File: src/rtl/serial_sub_pkg.sv
// serial_sub_pkg
//   Shared definitions for the bit-serial subtractor:
//   - FSM state encoding (plain 2-bit constants so older tools can use them)
//   - cnt_width(): width of the bit counter for a given operand width
package serial_sub_pkg;

    localparam logic [1:0] ST_IDLE = 2'd0;
    localparam logic [1:0] ST_RUN  = 2'd1;
    localparam logic [1:0] ST_DONE = 2'd2;

    // The counter only has to reach WIDTH-1, so clog2(WIDTH) bits are
    // enough. The floor of 1 keeps the vector legal for tiny widths.
    function automatic int cnt_width(input int width);
        int w;
        w = $clog2(width);
        if (w < 1) begin
            w = 1;
        end
        return w;
    endfunction

endpackage

File: src/rtl/serial_sub_fa.sv
// serial_sub_fa
//   One-bit full adder cell. This is the single arithmetic element of the
//   serial subtractor.
//   Ports:
//     a_i, b_i  addend bits
//     ci_i      carry in
//     s_o       sum bit
//     co_o      carry out
module serial_sub_fa (
    input  logic a_i,
    input  logic b_i,
    input  logic ci_i,
    output logic s_o,
    output logic co_o
);

    assign s_o  = a_i ^ b_i ^ ci_i;
    assign co_o = (a_i & b_i) | (a_i & ci_i) | (b_i & ci_i);

endmodule

File: src/rtl/serial_sub.sv
// serial_sub
//   Bit-serial WIDTH-bit subtractor, diff = a - b, LSB first, one bit per
//   clock. The subtraction is a + ~b + 1 through one full-adder cell, with
//   the carry flip-flop preset to 1 to supply the +1.
//   Ports:
//     clk         system clock, rising edge
//     reset       synchronous active-high reset
//     start       request, sampled only in IDLE
//     a, b        minuend / subtrahend, captured when start is accepted
//     busy        high while bits are being processed (RUN)
//     done        one-cycle pulse; results valid from this cycle on
//     diff        a - b modulo 2^WIDTH
//     borrow_out  unsigned borrow (a < b)
//     overflow    signed two's-complement overflow of a - b
//     zero        diff == 0
//   Results and flags hold until the next completion or a reset.
//
//   state | meaning
//   IDLE  | waiting for start; outputs hold last result
//   RUN   | one operand bit per cycle through the full adder
//   DONE  | results just updated, done pulse, back to IDLE
module serial_sub
    import serial_sub_pkg::*;
#(
    parameter int WIDTH = 8
) (
    input  logic             clk,
    input  logic             reset,
    input  logic             start,
    input  logic [WIDTH-1:0] a,
    input  logic [WIDTH-1:0] b,
    output logic             busy,
    output logic             done,
    output logic [WIDTH-1:0] diff,
    output logic             borrow_out,
    output logic             overflow,
    output logic             zero
);

    localparam int              CW       = cnt_width(WIDTH);
    localparam logic [CW-1:0]   CNT_LAST = CW'(WIDTH - 1);

    logic [1:0]       state_q,  state_d;
    logic [WIDTH-1:0] a_sr_q,   a_sr_d;
    logic [WIDTH-1:0] b_sr_q,   b_sr_d;
    logic [WIDTH-1:0] res_sr_q, res_sr_d;
    logic [CW-1:0]    cnt_q,    cnt_d;
    logic             carry_q,  carry_d;
    logic             a_msb_q,  a_msb_d;
    logic             b_msb_q,  b_msb_d;
    logic [WIDTH-1:0] diff_q,   diff_d;
    logic             borrow_q, borrow_d;
    logic             ovf_q,    ovf_d;
    logic             zero_q,   zero_d;

    logic b_inv;
    logic fa_sum;
    logic fa_cout;

    assign b_inv = ~b_sr_q[0];

    serial_sub_fa u_fa (
        .a_i  (a_sr_q[0]),
        .b_i  (b_inv),
        .ci_i (carry_q),
        .s_o  (fa_sum),
        .co_o (fa_cout)
    );

    always_comb begin
        state_d  = state_q;
        a_sr_d   = a_sr_q;
        b_sr_d   = b_sr_q;
        res_sr_d = res_sr_q;
        cnt_d    = cnt_q;
        carry_d  = carry_q;
        a_msb_d  = a_msb_q;
        b_msb_d  = b_msb_q;
        diff_d   = diff_q;
        borrow_d = borrow_q;
        ovf_d    = ovf_q;
        zero_d   = zero_q;

        case (state_q)
            ST_IDLE: begin
                if (start) begin
                    a_sr_d  = a;
                    b_sr_d  = b;
                    carry_d = 1'b1;
                    cnt_d   = '0;
                    a_msb_d = a[WIDTH-1];
                    b_msb_d = b[WIDTH-1];
                    state_d = ST_RUN;
                end
            end
            ST_RUN: begin
                // Sum bits enter at the MSB so that after WIDTH shifts the
                // first (LSB) sum bit has arrived at bit 0.
                res_sr_d = {fa_sum, res_sr_q[WIDTH-1:1]};
                a_sr_d   = a_sr_q >> 1;
                b_sr_d   = b_sr_q >> 1;
                carry_d  = fa_cout;
                if (cnt_q == CNT_LAST) begin
                    // Last bit: publish from the next-state value so the
                    // final sum bit is included. No carry out of a + ~b + 1
                    // means a borrow occurred.
                    state_d  = ST_DONE;
                    diff_d   = res_sr_d;
                    borrow_d = ~fa_cout;
                    ovf_d    = (a_msb_q != b_msb_q) && (fa_sum != a_msb_q);
                    zero_d   = (res_sr_d == '0);
                end else begin
                    cnt_d = cnt_q + 1'b1;
                end
            end
            ST_DONE: begin
                state_d = ST_IDLE;
            end
            default: begin
                state_d = ST_IDLE;
            end
        endcase
    end

    always_ff @(posedge clk) begin
        if (reset) begin
            state_q  <= ST_IDLE;
            a_sr_q   <= '0;
            b_sr_q   <= '0;
            res_sr_q <= '0;
            cnt_q    <= '0;
            carry_q  <= 1'b0;
            a_msb_q  <= 1'b0;
            b_msb_q  <= 1'b0;
            diff_q   <= '0;
            borrow_q <= 1'b0;
            ovf_q    <= 1'b0;
            zero_q   <= 1'b0;
        end else begin
            state_q  <= state_d;
            a_sr_q   <= a_sr_d;
            b_sr_q   <= b_sr_d;
            res_sr_q <= res_sr_d;
            cnt_q    <= cnt_d;
            carry_q  <= carry_d;
            a_msb_q  <= a_msb_d;
            b_msb_q  <= b_msb_d;
            diff_q   <= diff_d;
            borrow_q <= borrow_d;
            ovf_q    <= ovf_d;
            zero_q   <= zero_d;
        end
    end

    assign busy       = (state_q == ST_RUN);
    assign done       = (state_q == ST_DONE);
    assign diff       = diff_q;
    assign borrow_out = borrow_q;
    assign overflow   = ovf_q;
    assign zero       = zero_q;

endmodule

File: config.mk
export PLATFORM = sky130hd
export DESIGN_NAME = serial_sub
export DESIGN_NICKNAME = d
export VERILOG_FILES = /design/src/rtl/serial_sub_pkg.sv /design/src/rtl/serial_sub_fa.sv /design/src/rtl/serial_sub.sv
export SDC_FILE = /design/constraint.sdc
export NUM_CORES = 1
export LEC_CHECK = 0
export ABC_AREA = 1
export CORE_MARGIN = 2
export CORE_UTILIZATION = 41
export CTS_CLUSTER_SIZE = 16
export DETAILED_ROUTE_END_ITERATION = 12
export PLACE_DENSITY = 0.74
export SYNTH_ARGS = -nofsm -noshare
export SYNTH_HDL_FRONTEND = slang
export SYNTH_SLANG_ARGS = --single-unit
File: constraint.sdc
create_clock -name clk -period 1.45 [get_ports clk]
set_clock_uncertainty 0.1 [all_clocks]
set_input_delay 0.29 -clock clk [delete_from_list [all_inputs] [get_ports clk]]
set_output_delay 0.29 -clock clk [all_outputs]
set_load 0.01 [all_outputs]
==> metrics, run 1 <==
flops & latches, synth 42; fillers 473; main area contributors after synthesis dfxtp_1, nand3_1, inv_1; clk buf depth 2; post-DR wirelength/cell 10.39 microns; Final setup viols 0; Max Slew Vio Count 0; Seq/Total Area, Yosys 41.38%; multi-input logic area 899.6 sq um; Die Y-Extent 74.40 microns; CTS buffer count 5; syn_area_per_cell 7.443 sq um; DP HPWL 2900 microns; Synth Cell Area 2032 sq um; class of the worst hold path reg -> reg; Vias 1,817; final RePlAce weighted congestion 0.7990; fraction of layout cells with a size suffix above 1 17.55%; crit-path cells fa_2 > nor2_1 > nand2_1 > nand3_1 > nand3_1 > inv_1; CP peak stage delay 600 ps; Slew HR 82.61%; Inst Count DP 378; Final ANT Viol Nets 0; WP data required 1550 ps; worst path arrival time 1520 ps; I/O Buffers 31; die area 5535 sq um; first-pass GRT wire length 7086 microns; commonest cells in the netlist nand3_1, inv_1, dfxtp_1; Initial Utilization 42.74%; H-tree depth 2; postcts setup bufs 0; Yosys cell types 25; largest area contributor in the netlist dfxtp_1; gr ovfl total 0; Fmax 706.7 MHz; P per Cell Area 943.6 nW/um^2; initial DRC count 54; core box area 4755 sq um; minimum clock period 1415 ps; Critical Path Start Type flop; Final period util 97.58%; crit-path max FO 4; worst-skew pair later-pin latency 300 ps; Non-Filler Instances 386; Post-Route WL 4009 microns; vias in the first global route 1,643; number of detailed-route iterations in the first pass 4; Mapped Nets 295; Die X 74.40 microns; Async S/R FF share, synth 0%; leakage power figure 1.199 nW; Worst path slowest cell fa_2; Synth Flop Type dfxtp_1; Pwr Total 2.431 mW; Setup crit end kind flop; CP dominant cell by count nand3_1; largest net degree at the start of global routing 24; outcome finished, final reports clean; antenna violations before repair 0; n_diodes 0; CTS tree built; root buffer cell clkbuf_8; Hold Fails Final Rpt 0; Post-synth EDFFs 0; Post-CTS Hold Fix Bufs 0; # nets final 340; GRT Total Usage 16.40%; num rows 25; Ports 32; Synth Instances 273; Clock Sinks 42; unrepaired setup endpoints after global routing yes; MaxCap Viol Count 0; FF/Latch Area 849.6 sq um; Vias per Instance 4.707; Synth warnings 0; Area growth, synth to finish 26.79%; Crit Path Category reg -> reg; most frequent cell after synthesis nand3_1; VDD IR max 0.5358 mV; Reg clk slew, reported paths 80 ps; hold slack final 381.9 ps; drc violations 0; top cell type's share of synthesized area 41.38%; Worst-Margin Slew 260.1 ps
## cells in the final DEF, fill, tap and decap left out, types with 2 or more instances in the layout
cell,count
nand3_1,49
inv_1,41
nor2_1,40
dfxtp_1,37
nand2_1,28
a21oi_1,20
clkdlybuf4s50_1,18
buf_4,18
o21ai_0,11
dlygate4sd2_1,11
o21ai_1,5
clkbuf_8,5
nand2_2,4
dfxtp_2,4
inv_2,3
nor2_4,2
nand2_8,2
nand3_2,2
a211oi_1,2
buf_6,2
buf_12,2
## area by class of cell
| type | count | share of cell area [%] |
|---|---|---|
| clock inverters | 3 | 0.8256 |
| clock buffers | 5 | 2.671 |
| multi-input cells | 172 | 34.92 |
| flip-flops and latches | 42 | 32.98 |
| well taps | 67 | 3.254 |
| repair buffers | 52 | 18.60 |
| inverters | 45 | 6.751 |
## layer usage
metal	up-vias	wire length (microns)	share of wire [%]	track usage, %
met1	811	1907	48	20.42
met2	49	1860	46	27.73
met5	-	0	0	0
met3	4	214	5.3	5.420
li1	953	-	-	-
met4	0	26	0.65	3.571
## power by group
part / switching, mW / internal (mW)
clock network: 0.419 / 0.338
registers: 0.0426 / 1.22
logic: 0.209 / 0.204
## cell families after synthesis
| logic type | synth area share (%) |
|---|---|
| adder cells (fa/ha/maj) | 2.217 |
| AO/OA/AOI/OAI | 9.852 |
| AND/OR/NAND/NOR | 30.67 |
| flip-flops | 41.38 |
| buffers and inverters | 15.89 |
## per-stage QoR
stage / TNS [ps] / utilization, % / setup WS, ps / cell area (sq um)
after floorplan: 0 / - / 22.87 / 2032
after global routing: -109.2 / 54.18 / -61.66 / 2576
after global placement: -1776 / 51.74 / -102.6 / 2460
after CTS: -122.5 / 53.47 / -77.80 / 2542
after detailed placement: -2189 / 51.74 / -115.6 / 2460
final: 0 / 54.18 / 35.05 / 2576
## what timing repair did
action / 4_1_cts / 5_1_grt
hold endpoints to repair: 0 / 0
pin swaps: 3 / 5
gates cloned: 0 / 0
setup endpoints to repair: 23 / 30
resized for setup: 22 / 18
## worst max-delay path: cells and delay by family, from the launching register on
kind | cells | cell delay (ps)
adder cells (fa/ha/maj) | 1 | 600
AND/OR/NAND/NOR | 4 | 240
flip-flops | 1 | 340
buffers and inverters | 1 | 40
## flip-flops by register name, indices dropped and copies added (netlist names)
register and count:
diff 8, zero 1, res_sr_q 7, a_msb_q 1
b_sr_q 8, carry_q 1, a_sr_q 8, borrow_out 1
b_msb_q 1, state_q 2, cnt_q 3, overflow 1
## final timing paths
path | start | to | cells after the start | slack, ps
setup / recovery | a_sr_q[0] | overflow | 6 | 40
hold / removal | b_sr_q[7] | b_sr_q[7] | 2 | 380
setup reg to reg | a_sr_q[0] | overflow | 6 | 40
hold reg to reg | b_sr_q[7] | b_sr_q[7] | 2 | 380
No activity file was read; power rests on OpenSTA's default activity.
==> inputs of run 2 (changes only) <==
--- a/config.mk
+++ b/config.mk
@@ -6,7 +6,6 @@
 export NUM_CORES = 1
 export LEC_CHECK = 0
 export ABC_AREA = 1
-export CORE_MARGIN = 2
 export CORE_UTILIZATION = 41
 export CTS_CLUSTER_SIZE = 16
 export DETAILED_ROUTE_END_ITERATION = 12
==> run 2 against run 1 <==
The run now ends with setup timing left. First-iteration DRC count up 110%. Global-route usage up 0.93 points. Clock power up 1%. Power up 0.26%. Register-to-register slack worse by 40 ps. Die area down 5.3%. Final area down 0.58%. Routed wire length up 0.95%. Flip-flop and latch count unchanged. Hold slack worse by 1.8 ps. Sequential share of layout area up 0.096 points. Critical endpoint unchanged.
==> metrics, run 2 (same netlist as run 1, synthesis figures left out) <==
leakage power figure 1.191 nW (-0.71%); worst setup margin -1.968 ps (-37.02 ps); worst path arrival time 1560 ps (+40 ps); class of the worst hold path reg -> reg; crit-path cells fa_2 > nor2_1 > nand2_1 > nand3_1 > nand3_1 > inv_1; Worst path slowest cell fa_2; Max Slew Vio Count 0 (unchanged); post-layout util 53.87% (-0.32 points); Final period util 100.1% (+2.6 points); Clock Sinks 42 (unchanged); GRT Total Usage 17.33% (+0.93 points); post-DR wirelength/cell 10.59 microns (+2.0%); worst-skew pair later-pin latency 300 ps (about the same); Setup crit end kind flop; Vias per Instance 4.615 (-2.0%); Vias 1,763 (-3.0%); gr ovfl total 0 (unchanged); CTS buffer count 5 (unchanged); Post-Route WL 4047 microns (+0.95%); fraction of layout cells with a size suffix above 1 15.24% (-2.3 points); Area growth, synth to finish 26.05%; n_diodes 0 (unchanged); first-pass GRT wire length 6962 microns (-1.7%); initial DRC count 113 (+110%); Die X 72.40 microns (-2.7%); CP dominant cell by count nand3_1; Fmax 688.7 MHz (-2.5%); MaxCap Viol Count 0 (unchanged); CP peak stage delay 600 ps (about the same); commonest non-fill, non-tap cell in the layout nand3_1; Hold Fails Final Rpt 0 (unchanged); final RePlAce weighted congestion 0.7916 (-0.93%); number of detailed-route iterations in the first pass 4 (unchanged); WP data required 1550 ps (about the same); Die Y-Extent 72.40 microns (-2.7%); Reg clk slew, reported paths 80 ps (about the same); crit-path max FO 4 (unchanged); Setup TNS -1.968 ps (-1.968 ps); Worst-Margin Slew 264.4 ps (+4.340 ps); Initial Utilization 42.74% (unchanged); Critical Path Start Type flop; Final setup viols 1 (+1); unrepaired setup endpoints after global routing yes; outcome finished with violations; DP HPWL 2817 microns (-2.9%); failing checks setup timing; clk buf depth 2 (unchanged); CTS tree built; P per Cell Area 951.5 nW/um^2 (+0.84%); root buffer cell clkbuf_8; Slew HR 82.32% (-0.29 points); I/O Buffers 31 (unchanged); core box area 4755 sq um (unchanged); num rows 25 (unchanged); antenna violations before repair 0 (unchanged); CP top delay family adder cells; Post-CTS Hold Fix Bufs 0 (unchanged); postcts setup bufs 0 (unchanged); H-tree depth 2 (unchanged); largest net degree at the start of global routing 25 (+4.2%); VDD IR max 0.4280 mV (-20%); vias in the first global route 1,568 (-4.6%); die area 5242 sq um (-5.3%); most frequent cells in the layout nand3_1, inv_1, nor2_1, dfxtp_1, nand2_1; hold slack final 380.1 ps (-1.824 ps); Crit Path Category reg -> reg; DP Worst Slack -150.7 ps (-35.10 ps); # nets final 336 (-1.2%); drc violations 0 (unchanged); Worst Path Buf+Inv 1 (unchanged); Ports 32 (unchanged); minimum clock period 1452 ps (+37.02 ps); Pwr Total 2.437 mW (+0.26%); Final ANT Viol Nets 0 (unchanged)
run 2: final timing paths:
kind	startpoint	to	slack [ps]	cells past startpoint
setup / recovery	a_sr_q[0]	overflow	-2	6
hold / removal	diff[4]	diff[4]	380	2
setup reg to reg	a_sr_q[0]	overflow	-2	6
hold reg to reg	diff[4]	diff[4]	380	2
run 2: area by class of cell:
type                            instances  area (sq um)
Inverter                               45         173.9
Clock buffer                            5         68.82
Clock inverter                          3         21.27
Sequential cell                        42         847.1
Tap cell                               67         83.83
Fill cell                             488          2193
Multi-Input combinational cell        172         890.9
Timing Repair Buffer                   48         475.5
run 2: per-layer routing:
layer | vias up | wire, microns | global-route usage [%]
met5 | - | 0 | 0
met3 | 7 | 175 | 5.000
met4 | 0 | 63 | 7.843
met2 | 43 | 1882 | 28.14
li1 | 946 | - | -
met1 | 767 | 1926 | 21.24
run 2: repair_timing:
item	4_1_cts	5_1_grt
endpoints found under the hold margin	0	0
pin swaps	2	3
setup endpoints to repair	23	34
resized for setup	26	11
run 2: power by group:
part / leakage, nW / total (mW) / switching (mW) / internal (mW)
clock: 0.0441 / 0.768 / 0.429 / 0.338
combinational: 0.801 / 0.406 / 0.205 / 0.201
sequential: 0.346 / 1.26 / 0.0436 / 1.22
total: 1.19 / 2.44 / 0.678 / 1.76
run 2: stage by stage:
step                cell area (sq um)  std cells
floorplan                        2032        273
global placement                 2455        374
detailed placement               2455        374
CTS                              2532        382
global route                     2561        382
finish                           2561        382
run 2: worst min-delay path: cells and delay by family (launching register included):
kind	cells	cell delay, ps
flip-flops	1	310
AND/OR/NAND/NOR	1	70
AO/OA/AOI/OAI	1	60
==> inputs of run 3 (changes only) <==
--- a/config.mk
+++ b/config.mk
@@ -7,6 +7,7 @@
 export LEC_CHECK = 0
 export ABC_AREA = 1
 export CORE_UTILIZATION = 41
+export CTS_CLUSTER_DIAMETER = 60
 export CTS_CLUSTER_SIZE = 16
 export DETAILED_ROUTE_END_ITERATION = 12
 export PLACE_DENSITY = 0.74
==> results of run 3 <==
Final layout, timing and power as in run 2 (identical DEF).
